`config.mk`:
```
export PLATFORM = sky130hd
export DESIGN_NAME = axi_lite_master
export DESIGN_NICKNAME = d
export VERILOG_FILES = /design/src/rtl/axi_lite_master.sv
export SDC_FILE = /design/constraint.sdc
export NUM_CORES = 1
export LEC_CHECK = 0
export CAP_MARGIN = 10
export CORE_MARGIN = 3
export CORE_UTILIZATION = 47
export DETAILED_ROUTE_END_ITERATION = 7
export PLACE_DENSITY_LB_ADDON = 0.1
export SLEW_MARGIN = 30
export SYNTH_ARGS = -nofsm -noshare
export SYNTH_HDL_FRONTEND = slang
export SYNTH_SLANG_ARGS = --single-unit
```
`constraint.sdc`:
```
create_clock -name clk -period 3.75 [get_ports clk]
set_clock_uncertainty 0.2 [all_clocks]
set_input_delay 0.75 -clock clk [delete_from_list [all_inputs] [get_ports clk]]
set_output_delay 0.75 -clock clk [all_outputs]
set_load 0.01 [all_outputs]
```
`src/rtl/axi_lite_master.sv`:
```
// Single-outstanding initiator for the 5-channel rdy/ack memory interface.
// Accepts one local command, drives aw/w or ar, and returns b/r (or a watchdog abort) on the rsp port.
module axi_lite_master #(
  parameter int AW      = 6,
  parameter int DW      = 32,
  parameter int TIMEOUT = 64,
  parameter int CW      = 16
) (
  input  logic          clk,
  input  logic          rst,
  input  logic          cmd_rdy,
  output logic          cmd_ack,
  input  logic          cmd_write,
  input  logic [AW-1:0] cmd_addr,
  input  logic [DW-1:0] cmd_wdata,
  output logic          aw_rdy,
  input  logic          aw_ack,
  output logic [AW-1:0] aw,
  output logic          w_rdy,
  input  logic          w_ack,
  output logic [DW-1:0] w,
  input  logic          b_rdy,
  output logic          b_ack,
  input  logic [1:0]    b,
  output logic          ar_rdy,
  input  logic          ar_ack,
  output logic [AW-1:0] ar,
  input  logic          r_rdy,
  output logic          r_ack,
  input  logic [DW-1:0] r,
  output logic          rsp_rdy,
  input  logic          rsp_ack,
  output logic          rsp_write,
  output logic [DW-1:0] rsp_rdata,
  output logic [1:0]    rsp_resp,
  output logic          rsp_timeout,
  output logic [CW-1:0] wr_cnt,
  output logic [CW-1:0] rd_cnt
);

  typedef enum logic [2:0] {IDLE, WR_REQ, WR_RESP, RD_REQ, RD_DATA, RSP} state_t;

  localparam int WDW = (TIMEOUT > 1) ? $clog2(TIMEOUT) : 1;
  localparam logic [WDW-1:0] WD_LAST = WDW'((TIMEOUT > 0) ? TIMEOUT - 1 : 0);

  state_t         state;
  logic [WDW-1:0] wd;
  logic           wait_st;
  logic           advance;
  logic           expire;
  logic           is_wr;

  // cmd_ack is forced low while reset is held so every rdy/ack reads 0 in reset.
  assign cmd_ack = rst && (state == IDLE);
  assign b_ack   = (state == WR_RESP);
  assign r_ack   = (state == RD_DATA);
  assign wait_st = (state == WR_REQ) || (state == WR_RESP) ||
                   (state == RD_REQ) || (state == RD_DATA);
  assign is_wr   = (state == WR_REQ) || (state == WR_RESP);
  assign expire  = (TIMEOUT != 0) && (wd == WD_LAST);

  // aw/w are finished once their rdy has dropped or they handshake this edge.
  always_comb begin
    advance = 1'b0;
    case (state)
      WR_REQ:  advance = (!aw_rdy || aw_ack) && (!w_rdy || w_ack);
      WR_RESP: advance = b_rdy;
      RD_REQ:  advance = ar_ack;
      RD_DATA: advance = r_rdy;
      default: advance = 1'b0;
    endcase
  end

  always_ff @(posedge clk or negedge rst) begin
    if (!rst) begin
      state       <= IDLE;
      wd          <= '0;
      aw_rdy      <= 1'b0;
      w_rdy       <= 1'b0;
      ar_rdy      <= 1'b0;
      aw          <= '0;
      w           <= '0;
      ar          <= '0;
      rsp_rdy     <= 1'b0;
      rsp_write   <= 1'b0;
      rsp_rdata   <= '0;
      rsp_resp    <= 2'b00;
      rsp_timeout <= 1'b0;
      wr_cnt      <= '0;
      rd_cnt      <= '0;
    end else if (wait_st && !advance && expire) begin
      // Watchdog abort: a handshake completing on this edge would have won instead.
      aw_rdy      <= 1'b0;
      w_rdy       <= 1'b0;
      ar_rdy      <= 1'b0;
      rsp_rdy     <= 1'b1;
      rsp_write   <= is_wr;
      rsp_rdata   <= '0;
      rsp_resp    <= 2'b11;
      rsp_timeout <= 1'b1;
      if (is_wr) wr_cnt <= wr_cnt + 1'b1;
      else       rd_cnt <= rd_cnt + 1'b1;
      state       <= RSP;
    end else begin
      if (wait_st) wd <= wd + 1'b1;
      case (state)
        IDLE: begin
          if (cmd_rdy) begin
            wd <= '0;
            if (cmd_write) begin
              aw     <= cmd_addr;
              w      <= cmd_wdata;
              aw_rdy <= 1'b1;
              w_rdy  <= 1'b1;
              state  <= WR_REQ;
            end else begin
              ar     <= cmd_addr;
              ar_rdy <= 1'b1;
              state  <= RD_REQ;
            end
          end
        end
        WR_REQ: begin
          if (aw_ack) aw_rdy <= 1'b0;
          if (w_ack)  w_rdy  <= 1'b0;
          if (advance) state <= WR_RESP;
        end
        WR_RESP: begin
          if (b_rdy) begin
            rsp_rdy   <= 1'b1;
            rsp_write <= 1'b1;
            rsp_rdata <= '0;
            rsp_resp  <= b;
            wr_cnt    <= wr_cnt + 1'b1;
            state     <= RSP;
          end
        end
        RD_REQ: begin
          if (ar_ack) begin
            ar_rdy <= 1'b0;
            state  <= RD_DATA;
          end
        end
        RD_DATA: begin
          if (r_rdy) begin
            rsp_rdy   <= 1'b1;
            rsp_write <= 1'b0;
            rsp_rdata <= r;
            rsp_resp  <= 2'b00;
            rd_cnt    <= rd_cnt + 1'b1;
            state     <= RSP;
          end
        end
        RSP: begin
          if (rsp_ack) begin
            rsp_rdy     <= 1'b0;
            rsp_timeout <= 1'b0;
            state       <= IDLE;
          end
        end
        default: state <= IDLE;
      endcase
    end
  end

endmodule

```
# == Yosys cells after proc, flatten, opt, wreduce, memory -nomap -nowiden ==
# Cells that the tools add are included.
# totals
memories,0
register_bits,125
latch_bits,0
out_inout_bits,119
ramBits,0
mem_bits_ro,0
inputBits,82
# classes
bitwise,2
n_reduce_logical,34
div_mod_pow,0
multipliers,0
n_mux,52
eq_ne,18
add_sub_neg,3
order_cmp,0
shifts,0
# ops
op,count
2-to-1 mux 16 bit,8
2-to-1 mux 32 bit,3
one-hot mux 32 bit (2 select lines),1
"adder 16 x 1 -> 16 bit, second input constant",2
"!= test 3 x 2 -> 1 bit, second input constant",9
AND reduction 4 bit,6
2-to-1 mux 3 bit,7
2-to-1 mux 1 bit,18
2-to-1 mux 6 bit,3
one-hot mux 3 bit (6 select lines),1
nonzero test 2 bit,6
AND reduction 3 bit,3
nonzero test 3 bit,3
2-to-1 mux 2 bit,4
one-hot mux 1 bit (2 select lines),4
"adder 6 x 1 -> 6 bit, second input constant",1
"== test 3 x 2 -> 1 bit, second input constant",2
"== test 3 bit, second input constant",2
"== test 6 bit, second input constant",1
AND reduction 6 bit,1
logical OR 1 bit,5
logical AND 1 bit,4
"!= test 2 bit, second input constant",2
one-hot mux 1 bit (4 select lines),1
other kinds (9),12

# == Longest topological paths before layout ==
# Gate-level depths: netlist of run 1.
# depth
depth_word,9
mapped_depth,8

# == Worst setup path after synthesis of run 1 ==
# OpenSTA, ideal clock, no wires.
# synth_timing
kind,input to register
from,input r_rdy
to,register rd_cnt[14]
required_time_ns,3.425
stages,7
path_buffers,1
setup_slack_ns,1.206
arrival_ns,2.219
path_cell_list,nor4bb_1 > buf_2 > nor4_4 > a21oi_2 > nor4b_4 > nand4_1 > xnor2_1
# synth_between
elab_chain_len,6
elab_cells_between_ends,9
# synth_rtl
element,line_no,rtl
start: declaration,28,"input logic r_rdy,"
one-hot mux 1 bit (4 select lines),65,case (state)
logical NOT 1 bit,91,end else if (wait_st && !advance && expire) begin
logical AND 1 bit (2 in series),91,
!= test 2 bit (no line) / nonzero test 2 bit (equally long branches),n/a,
AND reduction 3 bit (no line),n/a,
end signal: assignment,102,else rd_cnt <= rd_cnt + 1'b1;
end signal: assignment,150,rd_cnt <= rd_cnt + 1'b1;
end: declaration,38,output logic [CW-1:0] rd_cnt
# Several ways; a longest one is shown, not always the timed one.
# A chain may end at the register's enable or synchronous reset.

# == Final worst setup path of run 1 ==
# layout_timing
from,register state[1]
to,output r_ack
# layout_between
elab_chain_len,1
# layout_rtl
element,line_no,rtl
start: declaration,46,state_t state;
start signal: assignment,76,state <= IDLE;
start signal: assignment,103,state <= RSP;
start signal: assignment,115,state <= WR_REQ;
== test 3 bit,56,assign r_ack = (state == RD_DATA);
end: declaration,29,"output logic r_ack,"
# Every way passes these cells.

==> impl_metrics.ini, run 1 <==
[min_path]
hold_path.class = in2async

[grt]
grt_pass1_vias = 4290
overflow = 0
grt_max_degree = 68
antenna_found_initial = 0
grt_pass1_wl_um = 22500
grt_use_total_pct = 22.6

[clock_tree]
clkSinkCount = 125
clk-insertion-delay-late_ns = 0.51
post_cts_buffers = 0
ctsResizeCount = 0
clk_pin_slew_ns = 0.06
cts_buffer_depth = 2
numCtsBuffers = 17
tritoncts = built
clk_root_buffer_cell = clkbuf_8
hold_buffers = 0
h-tree-depth = 4

[routing]
routedWlPerCell_um = 17.7
dr.first_iter.drc_count = 218
met3RoutedLength_um = 949
num_vias = 4057
wl_um = 13500
via_per_inst = 5.33
maxUsedRoutingLayer = met4
drt-pass1-iter-count = 4
drc_errors = 0
drtAntennaViolNets = 0
met1Wirelength_um = 5810
wl_met2_um = 6550

[finish]
fin_nets = 697
syn2layout_area_growth_pct = 51.5
diodes = 0
drive_above_1_share_pct = 15.2
fin_cells = 761
fillers = 738

[synthesis]
synth_compound_gate_area_share_pct = 9.41
muxShareOfSynthArea_pct = 10.6
synthTopCellsByCount = 125 x dfrtp_1, 47 x mux2_2, 32 x a22o_1, 32 x nand2_1, 30 x xnor2_1
ys_ff_latch = 125
avgSynthCellArea_um2 = 12.8
synth-simple-area-share_pct = 11.3
yosys-top-cells-area = dfrtp_1 60%, mux2_2 10%, a22o_1 5.4%, xnor2_1 5.1%, nand2_1 2.3%
synth_top_cell_by_area = dfrtp_1
synth_nets = 491
synthCells = 406
synth_xor_area_share_pct = 5.41
ys_warn_count = 0
synth_top_family_by_area = simple AND/OR/NAND/NOR gates
async_flop_share_pct = 100
yosysSeqAreaShare_pct = 60.3
synthDistinctLibCells = 44
netlist.area_leader.share_pct = 60.3
synth_most_common_cell = dfrtp_1
synthFlopType = dfrtp_1
synth_fa_ha_area_share_pct = 0.724
synth_area_mm2 = 0.00518
synth-edff-count = 0

[critical_path]
slowest_delay_ns = 0.57
cpMostUsedCell = nand2b_1
rrSetupSlack_ns = 0.92
slowest_stage = dfrtp_1
crit_arrival_ns = 2.26
start_kind = flip-flop
cp_cell_sequence = nand2b_1 -> nand2b_1 -> inv_1 -> clkdlybuf4s50_1
reg2regPathDepth = 5
end_kind = primary output
crit_fanout = 17
path_class = reg2out
required_ns = 2.80

[placed_design]
placedCellCount = 729
portBuffers = 200
place_congestion = 0.850
dp_hpwl_um = 9460

[sta]
setup_viol = 0
hold_viol_final = 0
rsz0062_at_grt = false
period_minus_slack_ns = 3.21
tightest_slew_ns = 0.859
setup-tns-final_ns = 0
slew_headroom_pct = 42.7
timing.fmax_mhz = 312
drv_slew = 0
finalCritPeriodShare_pct = 85.6

[power]
ir_drop_mv = 0.411
power.leakage_nw = 3.39
power_density_mw_per_mm2 = 780

[die]
coreArea_mm2 = 0.0105
io_pins = 201
die_w_um = 111
die_h_um = 111
initial_core_util_pct = 49.3
num_rows = 37
fp.dieArea_mm2 = 0.0123

[run_status]
status = complete, no violations

[run]
max_cap_violations = 0
-- kinds of logic after synthesis --
| group | count (synthesis) |
|---|---|
| AO/OA/AOI/OAI | 63 |
| flip-flops | 125 |
| AND/OR/NAND/NOR | 108 |
| buffers and inverters | 26 |
| adder cells (fa/ha/maj) | 3 |
| multiplexers | 49 |
| XOR/XNOR | 32 |
-- final timing paths --
check	endpoint	from
max	r_ack	state[1]
min	rd_cnt[3]	rst
max reg2reg	rd_cnt[1]	state[1]
min reg2reg	rd_cnt[15]	rd_cnt[15]
max in group asynchronous	w[12]	rst
min in group clk	rd_cnt[15]	rd_cnt[15]
-- critical path, delay by kind of cell (launching register included) --
kind / cells / cell delay [ns]
DFF: 1 / 0.57
buffers and inverters: 2 / 0.69
and+or+nand+nor: 2 / 0.48
-- where the power goes --
| group | switching [mW] | internal (mW) | total, mW |
|---|---|---|---|
| combinational | 0.986 | 1.45 | 2.44 |
| sequential | 0.374 | 1.88 | 2.25 |
| clock | 0.623 | 0.817 | 1.44 |
| total | 1.98 | 4.14 | 6.13 |
-- layout make-up --
| cell class | instances | area, um2 | area share, % |
|---|---|---|---|
| Clock inverter | 15 | 115 | 1.47 |
| Inverter | 8 | 30.0 | 0.382 |
| Multi-Input combinational cell | 255 | 1960 | 25.0 |
| Sequential cell | 125 | 3130 | 39.8 |
| Clock buffer | 17 | 414 | 5.27 |
| Tap cell | 136 | 170 | 2.17 |
| Timing Repair Buffer | 205 | 2040 | 25.9 |
-- flip-flops by register name (all words and copies together), names as in the netlist, 2 cells and up --
register / cells
rsp_resp: 2
w: 32
rd_cnt: 16
rsp_rdata: 32
aw: 6
ar: 6
state: 3
wd: 6
wr_cnt: 16
-- per-stage QoR --
step | utilization (%) | area (um2) | setup slack [ns] | power, mW | hold slack (ns)
2_1_floorplan | - | 5180 | 1.21 | 3.35 | 0.254
3_3_place_gp | 69.7 | 7320 | 0.531 | 4.64 | 0.266
3_5_place_dp | 69.7 | 7320 | 0.427 | 4.71 | 0.265
4_1_cts | 74.7 | 7850 | 0.524 | 6.20 | 0.227
5_1_grt | 74.8 | 7860 | 0.428 | 6.50 | 0.259
6_report | 74.8 | 7860 | 0.540 | 6.13 | 0.207
-- layer usage --
layer,up-vias,GRT usage (%)
met5,-,0
met4,0,6.57
met3,17,8.02
met2,171,36.9
met1,1997,28.7
li1,1872,-
-- placed cells by master (no fill, tap or decap), types with 5 or more instances in the layout --
cell type | synthesis | final
clkbuf_16 | 0 | 16
nand2_1 | 32 | 31
nand2b_1 | 7 | 7
inv_1 | 8 | 8
nor2_1 | 12 | 12
xnor2_1 | 30 | 30
a22o_1 | 32 | 32
dfrtp_1 | 125 | 125
and3_1 | 5 | 5
mux2_2 | 47 | 47
nand4_1 | 15 | 15
clkdlybuf4s50_1 | 0 | 199
buf_4 | 1 | 6
nand3_1 | 19 | 19
and2_1 | 5 | 5
a21oi_1 | 7 | 7
o21ai_0 | 6 | 6
Note: power is estimated with default switching activity, not from simulation.
==> run 2, diff against run 1 <==
ABC_AREA = 0   (was unset)
CORE_ASPECT_RATIO = 1.5   (was unset)
==> impl_metrics.ini, run 2 (synthesis results as in run 1) <==
[placed_design]
place_area_mm2 = 0.00734
placedCellCount = 738
dp_hpwl_um = 9780
place_congestion = 0.850
portBuffers = 200

[finish]
final_cell_mix = 199 x clkdlybuf4s50_1, 125 x dfrtp_1, 47 x mux2_2, 32 x a22o_1, 31 x nand2_1
fillers = 736
fin_nets = 699
syn2layout_area_growth_pct = 53.2
post-route-cell-area_mm2 = 0.00794
final_common_cell = clkdlybuf4s50_1
reg.largest.list = rsp_rdata x32, w x32
multiInputGateArea_mm2 = 0.00196
diodes = 0
fin_util_pct = 74.6
fin_cells = 771
drive_above_1_share_pct = 15.0
seq_area_mm2 = 0.00313

[critical_path]
path_class = reg2out
start_kind = flip-flop
end_kind = primary output
crit_arrival_ns = 2.16
slowest_delay_ns = 0.56
slowest_stage = dfrtp_1
crit_fanout = 17
cp_cell_sequence = nand2b_1 -> nand2b_1 -> inv_1 -> clkdlybuf4s50_1
required_ns = 2.80
cpMostUsedCell = nand2b_1

[routing]
via_per_inst = 5.37
num_vias = 4139
routedWlPerCell_um = 18.1
wl_um = 13900
drt-pass1-iter-count = 4
drc_errors = 0
dr.first_iter.drc_count = 203
drtAntennaViolNets = 0

[sta]
finalCritPeriodShare_pct = 82.9
period_minus_slack_ns = 3.11
rsz0062_at_grt = false
setup_viol = 0
drv_slew = 0
setup-tns-final_ns = 0
tightest_slew_ns = 0.873
hold_viol_final = 0
timing.fmax_mhz = 322
slew_headroom_pct = 41.8

[clock_tree]
clkSinkCount = 125
ctsResizeCount = 0
h-tree-depth = 4
clk_root_buffer_cell = clkbuf_16
clk_pin_slew_ns = 0.05
cts_buffer_depth = 2
numCtsBuffers = 17
clk-insertion-delay-late_ns = 0.40
tritoncts = built

[min_path]
hold_path.class = reg2reg

[grt]
grt_use_met1_pct = 25.5
grt_max_degree = 70
grtUsageMet3_pct = 7.75
met2_usage_pct = 39.9
grt_use_total_pct = 23.1
antenna_found_initial = 0
overflow = 0
busiest_layer = met2
grt_pass1_vias = 4349
grt_pass1_wl_um = 22300

[run_status]
status = complete, no violations

[run]
max_cap_violations = 0

[die]
coreArea_mm2 = 0.0106
io_pins = 201
num_rows = 46
die_h_um = 135
fp.dieArea_mm2 = 0.0124
initial_core_util_pct = 48.7
die_w_um = 91.8

[power]
switching_share_pct = 30.9
power_density_mw_per_mm2 = 799
ir_drop_mv = 0.442
power.leakage_nw = 3.42
p_int_mw = 4.39
totalPowerFinal_mw = 6.35
p_comb_share_pct = 38.8
p_seq_share_pct = 35.5
pwr-share-clk_pct = 25.7
p_switching_mw = 1.96
## run 2: changes by cell type in the layout (fill, tap and decap cells not counted), sizes merged
| cell | before | now |
|---|---|---|
| buf | 6 | 7 |
| bufinv | 0 | 3 |
| clkbuf | 17 | 20 |
| clkinv | 7 | 5 |
| dlygate4sd3 | 0 | 1 |
| inv | 12 | 8 |
## run 2: what timing repair did
action | in CTS | in global routing
endpoints found under the setup margin | 0 | 0
endpoints found under the hold margin | 3 | 0
hold buffers | 1 | 0
buffers inserted | 0 | 0
## run 2: final timing paths
path | from | endpoint | slack [ns] | cells after the start
worst max-delay path | state[1] | r_ack | 0.64 | 4
worst min-delay path | rsp_timeout | rsp_timeout | 0.28 | 2
worst max register to register | state[0] | rd_cnt[1] | 0.96 | 5
worst min register to register | rsp_timeout | rsp_timeout | 0.28 | 2
max in group asynchronous | rst | w[4] | 1.16 | 4
min in group asynchronous | rst | rd_cnt[5] | 0.48 | 2
## run 2: area by class of cell
| cell class | instances | area share (%) |
|---|---|---|
| flip-flops and latches | 125 | 39.4 |
| well taps | 144 | 2.27 |
| clock inverters | 12 | 1.83 |
| repair buffers | 207 | 25.9 |
| clock buffers | 20 | 5.62 |
| inverters | 8 | 0.378 |
| multi-input cells | 255 | 24.6 |
## run 2: power groups by stage
| stage | Combinational [mW] | Sequential (mW) | Clock [mW] |
|---|---|---|---|
| final | 2.46 | 2.25 | 1.63 |
| after global routing | 2.64 | 2.33 | 1.72 |
| after CTS | 2.50 | 2.25 | 1.66 |
| after detailed placement | 2.47 | 2.26 | 0 |
| after global placement | 2.42 | 2.23 | 0 |
| after floorplan | 0.932 | 2.42 | 0 |
## run 2: stage by stage
stage                     hold WS (ns)  setup slack (ns)
after detailed placement         0.272             0.474
final                            0.279             0.641
after CTS                        0.285             0.638
after global routing             0.305             0.506
after floorplan                  0.254              1.21
after global placement           0.264             0.530
## run 2: routing by layer
| layer | wire length [um] | up-vias |
|---|---|---|
| li1 | - | 1883 |
| met1 | 5200 | 2063 |
| met2 | 7320 | 156 |
| met3 | 942 | 37 |
| met4 | 459 | 0 |
| met5 | 0 | - |
## run 2: critical path, delay by kind of cell (launching register included)
family                 cells  cell delay [ns]
AND/OR/NAND/NOR            2             0.50
flip-flops                 1             0.56
buffers and inverters      2             0.70
==> patch: new RTL, flow settings as in run 2 <==
Put one more register stage on the output `rd_cnt`, without a reset. The value now appears one clock later. The other outputs are not delayed to match.
--- a/src/rtl/axi_lite_master.sv
+++ b/src/rtl/axi_lite_master.sv
@@ -43,6 +43,8 @@
   localparam int WDW = (TIMEOUT > 1) ? $clog2(TIMEOUT) : 1;
   localparam logic [WDW-1:0] WD_LAST = WDW'((TIMEOUT > 0) ? TIMEOUT - 1 : 0);
 
+  logic [CW-1:0] rd_cnt_s0;
+
   state_t         state;
   logic [WDW-1:0] wd;
   logic           wait_st;
@@ -87,7 +89,7 @@
       rsp_resp    <= 2'b00;
       rsp_timeout <= 1'b0;
       wr_cnt      <= '0;
-      rd_cnt      <= '0;
+      rd_cnt_s0   <= '0;
     end else if (wait_st && !advance && expire) begin
       // Watchdog abort: a handshake completing on this edge would have won instead.
       aw_rdy      <= 1'b0;
@@ -99,7 +101,7 @@
       rsp_resp    <= 2'b11;
       rsp_timeout <= 1'b1;
       if (is_wr) wr_cnt <= wr_cnt + 1'b1;
-      else       rd_cnt <= rd_cnt + 1'b1;
+      else       rd_cnt_s0 <= rd_cnt_s0 + 1'b1;
       state       <= RSP;
     end else begin
       if (wait_st) wd <= wd + 1'b1;
@@ -147,7 +149,7 @@
             rsp_write <= 1'b0;
             rsp_rdata <= r;
             rsp_resp  <= 2'b00;
-            rd_cnt    <= rd_cnt + 1'b1;
+            rd_cnt_s0 <= rd_cnt_s0 + 1'b1;
             state     <= RSP;
           end
         end
@@ -163,5 +165,9 @@
     end
   end
 
+  always_ff @(posedge clk) begin
+    rd_cnt <= rd_cnt_s0;
+  end
+
 endmodule
 
Function: changed (Yosys sat finds a counterexample within 4 cycles, from zero or initial values and one cycle with rst low).
==> patch against run 2 <==
First-iteration DRC count increased by 17%; worst setup slack lost 0.17 ns; non-clock buffer count fell by 1; wire length rose by 3.8%; power grew 7.8%; sequential cell count increased by 16; global-route usage is 2.2 points lower; cell area grew 10%; synthesized area rose by 16%.
==> patch: results (changes against run 2) <==
- DR vias/cell: 5.27 (-1.9%)
- Slowest-stage cell, CP: or3b_1
- Synth cell types: 53 (+20%)
- WL met1: 5.74 mm (+10%)
- Placed insts: 840 (+14%)
- Syn_area_per_cell: 11.9 um^2 (-6.6%)
- Top post-synthesis cells by count: dfrtp_1 (125), mux2_2 (45), nand4_1 (42), inv_1 (38), nand2_1 (31)
- WL met3: 1.11 mm (+18%)
- WL/cell: 16.6 um (-8.2%)
- Mux contribution to synthesized area: 0.0941 (-0.0118)
- Drt total wl: 14.4 mm (+3.8%)
- Arr. time, crit path: 2.33 ns (+0.17 ns)
- Cell Int Power: 4.63 mW (+5.5%)
- CP max stage delay: 0.62 ns (+0.06 ns)
- Synth Area in Adders: 0.00623 (-0.00101)
- Area fraction in compound gates after synthesis: 0.0985 (+0.00435)
- Hold path cells: 0 (-2)
- Clk buf depth: 2 (unchanged)
- Worst reg2reg path depth: 6 (+1)
- Synth top area cells: dfrtp_1 (52%), mux2_2 (8.4%), dfxtp_1 (5.3%)
- Nets: 788 (+13%)
- Ys async rst share: 0.887 (-0.113)
- DRT Pass-1 Iters: 5 (+1)
- Worst VDD drop: 477 uV (+7.9%)
- Largest net degree at the start of global routing: 126 (+80%)
- Slew headroom: 0.525 (+0.107)
- Leak: 3.76 nW (+10%)
- Worst-path clk slew: 0.07 ns (+0.02 ns)
- First-pass GRT wire length: 24.0 mm (+7.7%)
- Pre-CTS setup slack: 0.601 ns (+0.127 ns)
- Post-CTS Resized: 0 (unchanged)
- Worst Path Max Fanout: 21 (+4)
- Post-synthesis sequential area ratio: 0.572 (-0.0308)
- Top Family by Delay on Critical Path: buffers and inverters
- Vias in the first global route: 4,788 (+10%)
- Gpl congestion: 0.866 (+2.0%)
- Post-synthesis net count: 590 (+20%)
- Post-Synth XOR/XNOR Area: 0.0480 (-0.00607)
- Ratio of cells with drive above 1 in the final layout: 0.182 (+0.0316)
- Status: finished clean
patch: changes by cell type in the layout (fill, tap and decap cells not counted), moves of 6 or more:
| cell | before | now |
|---|---|---|
| inv_8 | 0 | 6 |
| xnor2_1 | 30 | 22 |
| o21ai_2 | 0 | 30 |
| nand3_1 | 19 | 9 |
| dfxtp_1 | 0 | 16 |
| a22o_1 | 32 | 0 |
| xor2_1 | 2 | 11 |
| inv_1 | 8 | 38 |
| nand4_1 | 15 | 42 |
patch: metrics by stage:
stage / hold WS, ns / area, um^2
CTS: 0.195 / 8770
detailed placement: 0.181 / 8130
global route: 0.211 / 8770
finish: 0.186 / 8770
global placement: 0.177 / 8130
floorplan: 0.166 / 6020
patch: final timing paths:
check,to,slack (ns),start
setup / recovery,r_ack,0.47,state[0]
hold / removal,rd_cnt[15],0.19,rd_cnt_s0[15]
setup reg to reg,rsp_rdy,0.84,state[0]
hold reg to reg,rd_cnt[15],0.19,rd_cnt_s0[15]
max in group asynchronous,rsp_rdata[25],2.55,rst
min in group asynchronous,w[3],0.24,rst
patch: per-layer routing:
| metal | up-vias | GRT usage |
|---|---|---|
| met5 | - | 0 |
| met4 | 0 | 0.0727 |
| met3 | 13 | 0.0681 |
| met2 | 174 | 0.344 |
| met1 | 2246 | 0.259 |
| li1 | 2159 | - |
patch: power by group through the flow:
stage	Clock [mW]	Sequential, mW	Combinational [mW]
floorplan	0	2.59	1.18
global placement	0	2.42	2.58
detailed placement	0	2.46	2.64
CTS	1.84	2.43	2.65
global route	1.92	2.51	2.84
finish	1.80	2.43	2.62
patch: logic make-up after synthesis:
kind of cell | after synthesis
buffers and inverters | 65
adders and majority gates | 3
and+or+nand+nor | 139
muxes | 50
DFF | 141
AOI/OAI and AO/OA | 74
xor gates and xnor gates | 33
patch: final cells by class:
class / count / area, um^2
Clock buffer: 17 / 425
Clock inverter: 15 / 216
Fill cell: 956 / 3740
Inverter: 38 / 143
Multi-Input combinational cell: 299 / 2290
Sequential cell: 141 / 3450
Tap cell: 156 / 195
Timing Repair Buffer: 206 / 2060
